--- src/rtl/mem_access_unit_if.sv ---
`default_nettype none
// ============================================================================
// Module      : mem_access_unit_if
// Description : Bundle for the MEM-stage load/store unit. Carries the ID
//               control bundle (flags, byte select, address, store data),
//               the handshaked data-RAM port and the results back to the
//               pipeline (load data/valid, stall, bus error).
//               slave  : view of mem_access_unit
//               master : view of the surrounding pipeline / RAM model
// Revision    : 1.0 - initial release
// ============================================================================
interface mem_access_unit_if;
  // Pipeline request bundle
  logic        mem_read_flag;
  logic        mem_write_flag;
  logic        mem_sign_ext_flag;
  logic [3:0]  mem_sel;
  logic [31:0] mem_addr;
  logic [31:0] mem_write_data;
  // Data-RAM port
  logic [31:0] ram_rdata;
  logic        ram_ready;
  logic        ram_en;
  logic        ram_we;
  logic [3:0]  ram_sel;
  logic [31:0] ram_addr;
  logic [31:0] ram_wdata;
  // Results to the pipeline
  logic [31:0] load_data;
  logic        load_valid;
  logic        stall_req;
  logic        bus_err;

  modport slave (
    input  mem_read_flag, mem_write_flag, mem_sign_ext_flag, mem_sel,
    input  mem_addr, mem_write_data, ram_rdata, ram_ready,
    output ram_en, ram_we, ram_sel, ram_addr, ram_wdata,
    output load_data, load_valid, stall_req, bus_err
  );

  modport master (
    output mem_read_flag, mem_write_flag, mem_sign_ext_flag, mem_sel,
    output mem_addr, mem_write_data, ram_rdata, ram_ready,
    input  ram_en, ram_we, ram_sel, ram_addr, ram_wdata,
    input  load_data, load_valid, stall_req, bus_err
  );
endinterface
`default_nettype wire

--- src/rtl/mem_access_unit.sv ---
`default_nettype none
// ============================================================================
// Module      : mem_access_unit
// Description : MEM-stage load/store responder. Latches the request, drives
//               a handshaked data-RAM access with shifted lane enables and
//               replicated store data, extracts/extends the load result and
//               stalls the pipeline until the access completes.
//               Little-endian byte order. FSM: IDLE -> ACCESS -> DONE -> IDLE.
// Ports       : clk, rst_n (async, active low), bus (mem_access_unit_if.slave)
// Parameters  : TIMEOUT_CYCLES - ACCESS cycles without ram_ready before the
//               access is aborted with bus_err; 0 waits forever.
// Config      : MEM_ALIGN_CHECK_EN - when defined, misaligned half/word
//               requests skip the RAM access and report bus_err.
// Revision    : 1.0 - initial release
// ============================================================================
module mem_access_unit #(
  parameter int unsigned TIMEOUT_CYCLES = 255
) (
  input  logic           clk,
  input  logic           rst_n,
  mem_access_unit_if.slave bus
);

  localparam logic [1:0] S_IDLE   = 2'd0;
  localparam logic [1:0] S_ACCESS = 2'd1;
  localparam logic [1:0] S_DONE   = 2'd2;

  localparam int unsigned      CNT_W  = (TIMEOUT_CYCLES > 1) ? $clog2(TIMEOUT_CYCLES) : 1;
  localparam logic [CNT_W-1:0] C_LAST = CNT_W'(TIMEOUT_CYCLES - 1);

  logic [1:0]       r_state;
  logic [31:0]      r_addr;
  logic [3:0]       r_sel;
  logic [31:0]      r_data;
  logic             r_we;
  logic             r_sign;
  logic             r_load;
  logic             r_err;
  logic [CNT_W-1:0] r_cnt;
  logic [31:0]      r_load_data;

  logic        w_req;
  logic        w_idle;
  logic        w_access;
  logic        w_done;
  logic [1:0]  w_off;
  logic        w_word;
  logic        w_half;
  logic [3:0]  w_lane_sel;
  logic [31:0] w_wdata;
  logic [31:0] w_shift;
  logic [31:0] w_load_ext;

  assign w_req    = (bus.mem_read_flag | bus.mem_write_flag) & (|bus.mem_sel);
  assign w_idle   = (r_state == S_IDLE);
  assign w_access = (r_state == S_ACCESS);
  assign w_done   = (r_state == S_DONE);

  // Access size decoded from the latched select; non-canonical patterns
  // fall back to the widest lane they touch.
  assign w_off      = r_addr[1:0];
  assign w_word     = r_sel[3] | r_sel[2];
  assign w_half     = ~w_word & r_sel[1];
  assign w_lane_sel = r_sel << w_off;

  assign w_wdata = w_word ? r_data :
                   w_half ? {2{r_data[15:0]}} : {4{r_data[7:0]}};

  assign w_shift    = bus.ram_rdata >> {w_off, 3'b000};
  assign w_load_ext = w_word ? w_shift :
                      w_half ? {{16{r_sign & w_shift[15]}}, w_shift[15:0]} :
                               {{24{r_sign & w_shift[7]}},  w_shift[7:0]};

`ifdef MEM_ALIGN_CHECK_EN
  logic w_misalign;
  assign w_misalign = ((bus.mem_sel == 4'b1111) && (bus.mem_addr[1:0] != 2'b00)) ||
                      ((bus.mem_sel == 4'b0011) && bus.mem_addr[0]);
`endif

  // RAM port is only live in ACCESS so it drops immediately on reset.
  assign bus.ram_en    = w_access;
  assign bus.ram_we    = w_access & r_we;
  assign bus.ram_sel   = w_access ? w_lane_sel : 4'b0000;
  assign bus.ram_addr  = w_access ? {r_addr[31:2], 2'b00} : 32'd0;
  assign bus.ram_wdata = w_access ? w_wdata : 32'd0;

  // The IDLE term is combinational on the incoming request; rst_n gates it
  // so the stall is released while reset is held.
  assign bus.stall_req  = rst_n & ((w_idle & w_req) | w_access);
  assign bus.load_data  = r_load_data;
  assign bus.load_valid = w_done & r_load & ~r_err;
  assign bus.bus_err    = w_done & r_err;

  always_ff @(posedge clk or negedge rst_n) begin
    if (!rst_n) begin
      r_state     <= S_IDLE;
      r_addr      <= 32'd0;
      r_sel       <= 4'd0;
      r_data      <= 32'd0;
      r_we        <= 1'b0;
      r_sign      <= 1'b0;
      r_load      <= 1'b0;
      r_err       <= 1'b0;
      r_cnt       <= '0;
      r_load_data <= 32'd0;
    end else begin
      case (r_state)
        S_IDLE: begin
          r_cnt <= '0;
          r_err <= 1'b0;
          if (w_req) begin
            r_addr  <= bus.mem_addr;
            r_sel   <= bus.mem_sel;
            r_data  <= bus.mem_write_data;
            r_we    <= bus.mem_write_flag;
            r_sign  <= bus.mem_sign_ext_flag;
            r_load  <= bus.mem_read_flag & ~bus.mem_write_flag;
`ifdef MEM_ALIGN_CHECK_EN
            if (w_misalign) begin
              r_err       <= 1'b1;
              r_load_data <= 32'd0;
              r_state     <= S_DONE;
            end else begin
              r_state <= S_ACCESS;
            end
`else
            r_state <= S_ACCESS;
`endif
          end
        end
        S_ACCESS: begin
          if (bus.ram_ready) begin
            if (r_load) r_load_data <= w_load_ext;
            r_state <= S_DONE;
          end else if ((TIMEOUT_CYCLES != 0) && (r_cnt == C_LAST)) begin
            r_err       <= 1'b1;
            r_load_data <= 32'd0;
            r_state     <= S_DONE;
          end else begin
            r_cnt <= r_cnt + 1'b1;
          end
        end
        S_DONE:  r_state <= S_IDLE;
        default: r_state <= S_IDLE;
      endcase
    end
  end

endmodule
`default_nettype wire

--- src/flat_wrapper.sv ---
// flat-port wrapper written by rule: the top's interface ports become plain ports
module mem_access_unit_flat 
#(
  parameter int unsigned TIMEOUT_CYCLES = 255
)
  (clk, rst_n, bus_mem_read_flag, bus_mem_write_flag, bus_mem_sign_ext_flag, bus_mem_sel, bus_mem_addr, bus_mem_write_data, bus_ram_rdata, bus_ram_ready, bus_ram_en, bus_ram_we, bus_ram_sel, bus_ram_addr, bus_ram_wdata, bus_load_data, bus_load_valid, bus_stall_req, bus_bus_err);
  mem_access_unit_if bus_i ();
  input  logic clk;
  input  logic rst_n;
  input wire logic [$bits(bus_i.mem_read_flag)-1:0] bus_mem_read_flag;
  input wire logic [$bits(bus_i.mem_write_flag)-1:0] bus_mem_write_flag;
  input wire logic [$bits(bus_i.mem_sign_ext_flag)-1:0] bus_mem_sign_ext_flag;
  input wire logic [$bits(bus_i.mem_sel)-1:0] bus_mem_sel;
  input wire logic [$bits(bus_i.mem_addr)-1:0] bus_mem_addr;
  input wire logic [$bits(bus_i.mem_write_data)-1:0] bus_mem_write_data;
  input wire logic [$bits(bus_i.ram_rdata)-1:0] bus_ram_rdata;
  input wire logic [$bits(bus_i.ram_ready)-1:0] bus_ram_ready;
  output wire logic [$bits(bus_i.ram_en)-1:0] bus_ram_en;
  output wire logic [$bits(bus_i.ram_we)-1:0] bus_ram_we;
  output wire logic [$bits(bus_i.ram_sel)-1:0] bus_ram_sel;
  output wire logic [$bits(bus_i.ram_addr)-1:0] bus_ram_addr;
  output wire logic [$bits(bus_i.ram_wdata)-1:0] bus_ram_wdata;
  output wire logic [$bits(bus_i.load_data)-1:0] bus_load_data;
  output wire logic [$bits(bus_i.load_valid)-1:0] bus_load_valid;
  output wire logic [$bits(bus_i.stall_req)-1:0] bus_stall_req;
  output wire logic [$bits(bus_i.bus_err)-1:0] bus_bus_err;
  assign bus_i.mem_read_flag = bus_mem_read_flag;
  assign bus_i.mem_write_flag = bus_mem_write_flag;
  assign bus_i.mem_sign_ext_flag = bus_mem_sign_ext_flag;
  assign bus_i.mem_sel = bus_mem_sel;
  assign bus_i.mem_addr = bus_mem_addr;
  assign bus_i.mem_write_data = bus_mem_write_data;
  assign bus_i.ram_rdata = bus_ram_rdata;
  assign bus_i.ram_ready = bus_ram_ready;
  assign bus_ram_en = bus_i.ram_en;
  assign bus_ram_we = bus_i.ram_we;
  assign bus_ram_sel = bus_i.ram_sel;
  assign bus_ram_addr = bus_i.ram_addr;
  assign bus_ram_wdata = bus_i.ram_wdata;
  assign bus_load_data = bus_i.load_data;
  assign bus_load_valid = bus_i.load_valid;
  assign bus_stall_req = bus_i.stall_req;
  assign bus_bus_err = bus_i.bus_err;
  mem_access_unit #(.TIMEOUT_CYCLES(TIMEOUT_CYCLES)) u_core (.clk(clk), .rst_n(rst_n), .bus(bus_i));
endmodule
--- config.mk ---
export PLATFORM = sky130hd
export DESIGN_NAME = mem_access_unit_flat
export DESIGN_NICKNAME = d
export VERILOG_FILES = /design/src/rtl/mem_access_unit_if.sv /design/src/rtl/mem_access_unit.sv /design/src/flat_wrapper.sv
export SDC_FILE = /design/constraint.sdc
export NUM_CORES = 1
export LEC_CHECK = 0
export ABC_AREA = 1
export ABC_CLOCK_PERIOD_IN_PS = 4400
export CAP_MARGIN = 15
export CORE_MARGIN = 2
export CORE_UTILIZATION = 51
export CTS_BUF_LIST = sky130_fd_sc_hd__clkbuf_4 sky130_fd_sc_hd__clkbuf_8
export CTS_CLUSTER_SIZE = 30
export DETAILED_ROUTE_END_ITERATION = 6
export PLACE_DENSITY = 0.88
export SLEW_MARGIN = 40
export SYNTH_ARGS = -nofsm -noshare
export SYNTH_HDL_FRONTEND = slang
export SYNTH_SLANG_ARGS = --single-unit
--- constraint.sdc ---
create_clock -name clk -period 4.4 [get_ports clk]
set_input_delay 0.88 -clock clk [delete_from_list [all_inputs] [get_ports clk]]
set_output_delay 0.88 -clock clk [all_outputs]
set_load 0.05 [all_outputs]
==> summary.json <==
{
  "status": "finished clean",
  "clock_skew_ns": 0.0141,
  "cp_max_fo": 44,
  "ctsHoldBuffers": 0,
  "first_pass_grt_wire_length_mm": 28.9,
  "ys_ff_latch": 114,
  "drt_drc_violations_left": 0,
  "areaGrowthSynthToFinish_pct": 39.5,
  "layout.filler_cells": 931,
  "worst_skew_pair_latency_ns": 0.43,
  "die_h_um": 114,
  "period_needed_ns": 3.84,
  "cts_repair_resize_count": 0,
  "rsz_0062_raised_after_global_routing": "false",
  "critical_path.reg2reg.endpoint": "u_core.bus.load_data[31]",
  "drt.antenna.violating_nets": 0,
  "start_util": 0.519,
  "syn_inst": 810,
  "worstSetupPathType": "reg2out",
  "placementRows": 40,
  "cts.reportedPaths.clkPinSlew_ns": 0.07,
  "total_core_area_um2": 11900,
  "grtUsageTotal": 0.285,
  "pin_count_of_the_biggest_net_entering_global_routing": 58,
  "timing.final.setup_violations": 0,
  "worst_hold_slack_ns": 0.407,
  "cts-htree-levels": 4,
  "critical_path.endpoint_type": "output pin",
  "synth_sequential_area_ratio": 0.461,
  "vias_per_cell": 5.34,
  "root_buffer_selected_by_cts": "sky130_fd_sc_hd__clkbuf_8",
  "postSynthAreaPerCell_um2": 7.63,
  "final_core_utilization": 0.724,
  "postCtsSetupBuffers": 0,
  "final_layout_size_suffix_gt1_frac": 0.109,
  "fmax_mhz": 260,
  "gp_congestion": 0.912,
  "dieWidth_um": 114,
  "port_bufs": 208,
  "yosysUniqueCellTypes": 34,
  "r2r_start": "u_core.r_addr[0]",
  "io_pins": 211,
  "count_of_routing_violations_after_the_opening_detailed_route_iteration": 621,
  "power.leakage_nw": 4.11,
  "syn_area_um2": 6180,
  "diodes": 0,
  "tightestPinTransition_ns": 0.699,
  "detailroute.via_count": 6191,
  "critPathLaunchType": "register",
  "grt_remaining_overflow": 0,
  "vdd_drop_max_mv": 0.755,
  "post_synth_edffs": 0,
  "ys_warn_count": 0,
  "tritoncts": "built",
  "grt_antenna_before_repair": 0,
  "most-common-layout-cells": "sky130_fd_sc_hd__nand2_1 (241), sky130_fd_sc_hd__clkdlybuf4s50_1 (206), sky130_fd_sc_hd__nor2_1 (124)",
  "clock-sinks": 114,
  "synth_async_sr_flop_share": 1.00,
  "hold_violation_total_from_the_final_report": 0,
  "synthFlopType": "sky130_fd_sc_hd__dfrtp_1",
  "maxSlewViolCount": 0,
  "cp_data_arrival_time_ns": 2.96,
  "worst_slack_ns": 0.558,
  "dr_pass1_iterations": 5,
  "timing.reg2reg.worst_path_depth": 8,
  "post_drt_wl_per_cell_um": 15.7,
  "final_min_period_over_clock_period": 0.873,
  "place.detailed.hpwl_mm": 12.8,
  "maxCapViolations": 0,
  "holdCritPathClass": "in2async",
  "p_per_area_nw_per_um2": 897,
  "slew-limit-headroom": 0.534,
  "worst-r2r-setup-slack_ns": 2.33,
  "pre_cts_ws_ns": 1.12,
  "finish.net_count": 1107,
  "total_wirelength_mm": 18.2,
  "p_total_mw": 7.73,
  "max_buffers_root_to_sink": 2,
  "layout.cells.most_common": "sky130_fd_sc_hd__nand2_1",
  "dieArea_um2": 13000,
  "data_required_time_of_the_worst_path_ns": 3.52,
  "totalNegativeSetupSlack_ns": 0,
  "cts-buffers-inserted": 17,
  "first_global_vias": 5775
}
cells by family after synthesis:
group,count (synthesis),synth area share
and+or+nand+nor,455,0.307
AOI/OAI and AO/OA,120,0.131
buffers and inverters,116,0.0923
DFF,114,0.461
xor gates and xnor gates,2,0.00283
adders and majority gates,2,0.00405
other,1,0.000607
registers in the layout, summed over array words and instances, names as in the netlist:
name,cells
u_core.r_addr,32
u_core.r_state,2
u_core.r_load,1
u_core.r_data,32
u_core.r_sign,1
u_core.r_cnt,8
u_core.r_we,1
u_core.bus.load_data,32
u_core.r_sel,4
u_core.r_err,1
per-stage QoR:
stage	cell area, µm²	instances
after global placement	8210	1127
after detailed placement	8210	1127
after floorplan	6190	811
after CTS	8620	1159
after global routing	8620	1159
final	8620	1159
routing by layer:
layer	vias up	wire length, µm	track usage
li1	2939	-	-
met1	2860	7440	0.390
met2	365	8410	0.438
met3	27	2090	0.0884
met4	0	289	0.0846
met5	-	0	0
final cells by class:
cell class | instances | area (µm²) | area share
flip-flops and latches | 114 | 2850 | 0.331
inverters | 67 | 253 | 0.0293
clock buffers | 19 | 249 | 0.0289
repair buffers | 218 | 2150 | 0.250
multi-input cells | 581 | 2770 | 0.321
clock inverters | 13 | 163 | 0.0189
well taps | 147 | 184 | 0.0213
cell usage after synthesis, types with 5 or more instances:
cell type	count	area share
sky130_fd_sc_hd__a21oi_1	23	0.019
sky130_fd_sc_hd__a21oi_2	42	0.060
sky130_fd_sc_hd__buf_2	15	0.012
sky130_fd_sc_hd__buf_6	14	0.026
sky130_fd_sc_hd__clkbuf_1	14	0.0085
sky130_fd_sc_hd__dfrtp_1	114	0.46
sky130_fd_sc_hd__inv_1	61	0.037
sky130_fd_sc_hd__inv_2	5	0.0030
sky130_fd_sc_hd__nand2_1	241	0.15
sky130_fd_sc_hd__nand3_1	70	0.057
sky130_fd_sc_hd__nor2_1	124	0.075
sky130_fd_sc_hd__o21ai_0	28	0.023
sky130_fd_sc_hd__o21ai_1	10	0.0081
sky130_fd_sc_hd__o221ai_1	7	0.0099
power by group:
part	internal, mW	switching (mW)	total, mW
combinational	1.49	3.41	4.90
clock	0.572	0.447	1.02
sequential	1.51	0.302	1.81
total	3.57	4.16	7.73
worst max path at each step:
stage                        endpoint  depth (start not counted)         startpoint  slack (ns)
finish              bus_ram_wdata[23]                          4  u_core.r_state[1]        0.56
global route        bus_ram_wdata[23]                          4  u_core.r_state[1]        0.43
CTS                    bus_ram_sel[2]                          5   u_core.r_addr[0]        0.65
detailed placement     bus_ram_sel[2]                          5   u_core.r_addr[0]        1.12
global placement       bus_ram_sel[3]                          5  u_core.r_state[1]        1.20
floorplan               bus_stall_req                          6     bus_mem_sel[3]        1.31
critical path, stage by stage (launching register included):
cell                              delay [ns]
sky130_fd_sc_hd__dfrtp_1                0.43
sky130_fd_sc_hd__nor2_4                 0.14
sky130_fd_sc_hd__clkinv_2               0.51
sky130_fd_sc_hd__a211oi_1               0.54
sky130_fd_sc_hd__clkdlybuf4s50_1        0.88
(Power assumes the default switching activity.)
